File: src/rtl/alu_pwr_seq.sv
// Power-domain sequencer and isolation wrapper for a power-gated multi-cycle ALU.
// Owns the domain's power enable, isolation enable and domain reset, drains
// in-flight work before power-down and clamps the result while isolated.
module alu_pwr_seq #(
  parameter int unsigned       WIDTH       = 16,
  parameter logic [WIDTH-1:0]  CLAMP_VALUE = '0,
  parameter int unsigned       PWRUP_CYC   = 4,
  parameter int unsigned       RST_CYC     = 2,
  parameter int unsigned       ISO_CYC     = 2,
  parameter int unsigned       DRAIN_MAX   = 16
) (
  input  logic             clk,
  input  logic             rst_n,
  input  logic             pwr_req,
  input  logic             start_in,
  input  logic             alu_busy,
  input  logic [WIDTH-1:0] alu_result,
  output logic             start_out,
  output logic             alu_pwr_en,
  output logic             iso_en,
  output logic             alu_rst_n,
  output logic [WIDTH-1:0] result,
  output logic             pwr_ack,
  output logic [2:0]       pwr_state,
  output logic             drain_timeout
);

  // Dwell counter must hold up to (longest dwell - 1).
  localparam int unsigned MAX_A   = (PWRUP_CYC > RST_CYC) ? PWRUP_CYC : RST_CYC;
  localparam int unsigned MAX_B   = (ISO_CYC > DRAIN_MAX) ? ISO_CYC : DRAIN_MAX;
  localparam int unsigned MAX_CYC = (MAX_A > MAX_B) ? MAX_A : MAX_B;
  localparam int unsigned CNT_W   = (MAX_CYC > 1) ? $clog2(MAX_CYC) : 1;

  typedef enum logic [2:0] {
    S_OFF     = 3'd0,
    S_PWR_UP  = 3'd1,
    S_RST_REL = 3'd2,
    S_ON      = 3'd3,
    S_DRAIN   = 3'd4,
    S_ISO_ON  = 3'd5,
    S_PWR_DN  = 3'd6
  } state_e;

  state_e             state_q, state_d;
  logic [CNT_W-1:0]   cnt_q, cnt_d;
  logic               timeout_q, timeout_d;
  logic               pwr_en_q, pwr_en_d;
  logic               iso_q, iso_d;
  logic               arst_n_q, arst_n_d;
  logic               ack_q, ack_d;

  // State, dwell counter, sticky timeout and decoded control flops.
  always_ff @(posedge clk or negedge rst_n) begin
    if (!rst_n) begin
      state_q   <= S_OFF;
      cnt_q     <= '0;
      timeout_q <= 1'b0;
      pwr_en_q  <= 1'b0;
      iso_q     <= 1'b1;
      arst_n_q  <= 1'b0;
      ack_q     <= 1'b0;
    end else begin
      state_q   <= state_d;
      cnt_q     <= cnt_d;
      timeout_q <= timeout_d;
      pwr_en_q  <= pwr_en_d;
      iso_q     <= iso_d;
      arst_n_q  <= arst_n_d;
      ack_q     <= ack_d;
    end
  end

  // Next state, dwell counting and control decode of the next state, so the
  // control flops always equal a decode of the state register.
  always_comb begin
    state_d   = state_q;
    cnt_d     = '0;
    timeout_d = timeout_q;
    pwr_en_d  = 1'b0;
    iso_d     = 1'b1;
    arst_n_d  = 1'b0;
    ack_d     = 1'b0;

    case (state_q)
      S_OFF: begin
        if (pwr_req) state_d = S_PWR_UP;
      end
      S_PWR_UP: begin
        if (cnt_q == CNT_W'(PWRUP_CYC - 1)) state_d = S_RST_REL;
        else                                 cnt_d   = cnt_q + CNT_W'(1);
      end
      S_RST_REL: begin
        if (cnt_q == CNT_W'(RST_CYC - 1)) state_d = S_ON;
        else                               cnt_d   = cnt_q + CNT_W'(1);
      end
      S_ON: begin
        if (!pwr_req) state_d = S_DRAIN;
      end
      S_DRAIN: begin
        // Idle ALU wins over a re-request; a re-request cancels a pending timeout.
        if (!alu_busy) begin
          state_d = S_ISO_ON;
        end else if (pwr_req) begin
          state_d = S_ON;
        end else if (cnt_q == CNT_W'(DRAIN_MAX - 1)) begin
          state_d   = S_ISO_ON;
          timeout_d = 1'b1;
        end else begin
          cnt_d = cnt_q + CNT_W'(1);
        end
      end
      S_ISO_ON: begin
        if (cnt_q == CNT_W'(ISO_CYC - 1)) state_d = S_PWR_DN;
        else                               cnt_d   = cnt_q + CNT_W'(1);
      end
      S_PWR_DN: begin
        state_d = S_OFF;
      end
      default: begin
        state_d = S_OFF;
      end
    endcase

    case (state_d)
      S_PWR_UP: begin
        pwr_en_d = 1'b1;
      end
      S_RST_REL, S_ISO_ON: begin
        pwr_en_d = 1'b1;
        arst_n_d = 1'b1;
      end
      S_ON: begin
        pwr_en_d = 1'b1;
        arst_n_d = 1'b1;
        iso_d    = 1'b0;
        ack_d    = 1'b1;
      end
      S_DRAIN: begin
        pwr_en_d = 1'b1;
        arst_n_d = 1'b1;
        iso_d    = 1'b0;
      end
      default: begin
        pwr_en_d = 1'b0;
      end
    endcase
  end

  assign alu_pwr_en    = pwr_en_q;
  assign iso_en        = iso_q;
  assign alu_rst_n     = arst_n_q;
  assign pwr_ack       = ack_q;
  assign drain_timeout = timeout_q;
  assign pwr_state     = state_q;

  // Starts only reach the ALU while the domain is fully on; others are dropped.
  assign start_out = (state_q == S_ON) & start_in;

  // Isolation clamp keyed on the registered isolation enable.
  assign result = iso_q ? CLAMP_VALUE : alu_result;

endmodule

File: config.mk
export PLATFORM = sky130hd
export DESIGN_NAME = alu_pwr_seq
export DESIGN_NICKNAME = d
export VERILOG_FILES = /design/src/rtl/alu_pwr_seq.sv
export SDC_FILE = /design/constraint.sdc
export NUM_CORES = 1
export LEC_CHECK = 0
export ABC_AREA = 1
export CAP_MARGIN = 20
export CORE_AREA = 4 4 58 50
export DETAILED_ROUTE_END_ITERATION = 10
export DIE_AREA = 0 0 62 54
export MAX_ROUTING_LAYER = met4
export PLACE_DENSITY = 0.76
export SYNTH_ARGS = -nofsm -noshare
export SYNTH_HDL_FRONTEND = slang
export SYNTH_SLANG_ARGS = --single-unit
File: constraint.sdc
create_clock -name clk -period 1.6 [get_ports clk]
set_clock_uncertainty 0.1 [all_clocks]
set_input_delay 0.16 -clock clk [delete_from_list [all_inputs] [get_ports clk]]
set_output_delay 0.16 -clock clk [all_outputs]
set_load 0.01 [all_outputs]
==> out/results.txt <==
#FFs+latches synth - 12
# nets final - 209
Setup CP Type - reg2out
Die W - 62 um
CTS tree - built
Fin crit share - 0.964
Area of the mapped netlist - 853 um^2
Post-synth EDFFs - 0
Async S/R FF share, synth - 1.00
Post-synth top flop - dfrtp_1
Clock power frac - 0.106
Max_cap viols - 0
CP arrival - 1.28 ns
Worst-case vdd ir drop - 0.872 mV
Clk buf depth - 2
Final worst slack - 0.0572 ns
Slew Limit Fails - 0
CTS root buffer - clkbuf_4
DRC viols - 0
Sequential power share - 0.283
Hold Crit Class - in2async
Placer Congestion - 0.783
P_int - 1.05 mW
Via count - 975
Clk pin slew, worst setup/hold paths - 0.07 ns
Clock latency on the worst-skew pair - 0.28 ns
Grt ovf - 0
P&R area growth vs syn - 66.4%
Core footprint - 0.00234 mm^2
# setup viols final - 0
Status - finished clean
Fill cells - 229
Slowest-stage cell, CP - clkdlybuf4s50_1
Wire per inst - 11.0 um
Initial antenna violation count - 0
Chip height - 54 um
Share of post-route cells with drive strength above 1 - 0.146
ANT nets after route - 0
Fin crit period - 1.54 ns
Number of buffers created by CTS - 3
Initial core utilization - 0.364
Io pins - 46
Switching share of power - 0.435
Post-synthesis cell type count - 22
Final WL - 2340 um
Mapped Cells - 133
Synthesized net count - 156
Crit path from - pwr_state[0]$_DFF_PN0_
Family with the most delay on the worst path - buffers and inverters
RR Startpoint - cnt_q[1]$_DFF_PN0_
Final Hold Violating Endpoints - 0
Least-Margin Pin Slew - 0.514 ns
Cell Chain, Critical Path - clkdlybuf4s50_1
# diodes - 0
Cts hold-fix bufs - 0
TritonRoute pass-1 iters - 4
Place WS - 0.0430 ns
Post-DP HPWL - 1900 um
CTS Sinks - 12
Comb pwr share - 0.611
Max-slew headroom - 0.656
RSZ-0062 raised after global routing - true
Crit start category - flip-flop
Pin count of the biggest net entering global routing - 13
Crit end category - output port
Vias in the first global route - 860
GRT Total Usage - 0.141
Pwr/cell area - 1300 mW/mm^2
Via/cell ratio - 4.60
Final core utilization - 0.606
Synth warn - 0
Die area - 0.00335 mm^2
WP buf/inv - 1
Critical path required time - 1.34 ns
Max incr delay on CP - 0.56 ns
First-pass GRT wire length - 3440 um
P_sw - 0.804 mW
Core Rows - 16
Drt first-iter violations - 15
Leakage - 0.804 nW
Avg Cell Area, Syn - 6.42 um^2
Maximum fanout along the worst path - 8
Seq/Total Area, Yosys - 0.353
PortBufs - 45
Max Clock Freq - 648 MHz
H-tree depth - 1
## per-stage QoR
step	power, mW	setup TNS, ns	hold WS (ns)	instances	cell area (um^2)
finish	1.85	0	0.122	212	1420
global route	2.04	-0.0331	0.158	212	1420
CTS	1.80	0	0.139	210	1370
detailed placement	1.60	0	0.368	204	1330
global placement	1.56	0	0.360	204	1330
floorplan	1.19	0	-0.236	133	853
## placed cells by master, fill, tap and decap left out, types with 2 or more instances in the layout
| cell | instances |
|---|---|
| dlygate4sd2_1 | 11 |
| clkbuf_4 | 3 |
| nand2_1 | 21 |
| buf_4 | 4 |
| clkdlybuf4s15_1 | 7 |
| nand3_1 | 9 |
| clkdlybuf4s50_1 | 26 |
| nand2_2 | 4 |
| dfrtp_1 | 9 |
| inv_1 | 32 |
| dfrtp_2 | 2 |
| nor2_2 | 3 |
| nand3_2 | 3 |
| nor3_1 | 2 |
| nor2_1 | 33 |
## layout make-up
class,instances,area (um^2),area share
sequential,12,304,0.214
tap,27,33.8,0.0238
timing repair buffer,51,500,0.352
inverter,33,124,0.0872
multi-input combinational,85,432,0.304
clock buffer,4,26.3,0.0185
## final timing paths
kind | cells after the start | end | slack, ns
worst max register to register | 9 | iso_en$_DFF_PN1_ | 0.11
min in group clk | 1 | drain_timeout$_DFFE_PN0P_ | 0.38
max in group asynchronous | 1 | pwr_state[1]$_DFF_PN0_ | 0.91
worst min register to register | 1 | drain_timeout$_DFFE_PN0P_ | 0.38
worst min-delay path | 1 | pwr_ack$_DFF_PN0_ | 0.12
worst max-delay path | 1 | pwr_state[0] | 0.06
## synthesized netlist by cell type (2+ instances only)
cell / n / area share
nor2_1: 33 / 0.15
inv_1: 32 / 0.14
nand2_1: 22 / 0.097
dfrtp_1: 11 / 0.32
nand3_1: 10 / 0.059
nand2_2: 3 / 0.022
nor2_2: 3 / 0.022
clkbuf_1: 2 / 0.0088
ha_1: 2 / 0.029
nand3_2: 2 / 0.023
nor3_1: 2 / 0.012
## power groups by stage
stage / Clock (mW) / Sequential (mW) / Combinational (mW)
2_1_floorplan: 0 / 0.532 / 0.656
3_3_place_gp: 0 / 0.527 / 1.04
3_5_place_dp: 0 / 0.535 / 1.06
4_1_cts: 0.204 / 0.516 / 1.08
5_1_grt: 0.221 / 0.544 / 1.27
6_report: 0.195 / 0.524 / 1.13
## kinds of logic (layout without fill, tap and decap cells)
family | count (synthesis) | after routing | share of synthesized area
flops | 12 | 12 | 0.353
simple gates | 77 | 77 | 0.399
compound gates | 4 | 4 | 0.0308
buf+inv | 36 | 88 | 0.167
xor+xnor | 2 | 2 | 0.0205
fa+ha+maj | 2 | 2 | 0.0293
## flip-flops by register name (all words and copies together), names as in the netlist
signal	cells
pwr_state	3
iso_en	1
alu_rst_n	1
drain_timeout	1
pwr_ack	1
alu_pwr_en	1
cnt_q	4
## metal layers
| layer | wire length, um | share of wire | vias up | track usage |
|---|---|---|---|---|
| met1 | 895 | 0.38 | 447 | 0.157 |
| met5 | 0 | 0 | - | - |
| met3 | 285 | 0.12 | 3 | 0.0600 |
| li1 | - | - | 492 | - |
| met2 | 1150 | 0.49 | 33 | 0.240 |
| met4 | 13 | 0.0056 | 0 | 0.0212 |
## repair_timing
action                                  4_1_cts  5_1_grt
pin swaps                                     0        3
gates resized for setup                      21       14
hold endpoints to repair                      0        0
buffers inserted                              2        2
endpoints found under the setup margin       20       14
(Power assumes the default switching activity.)
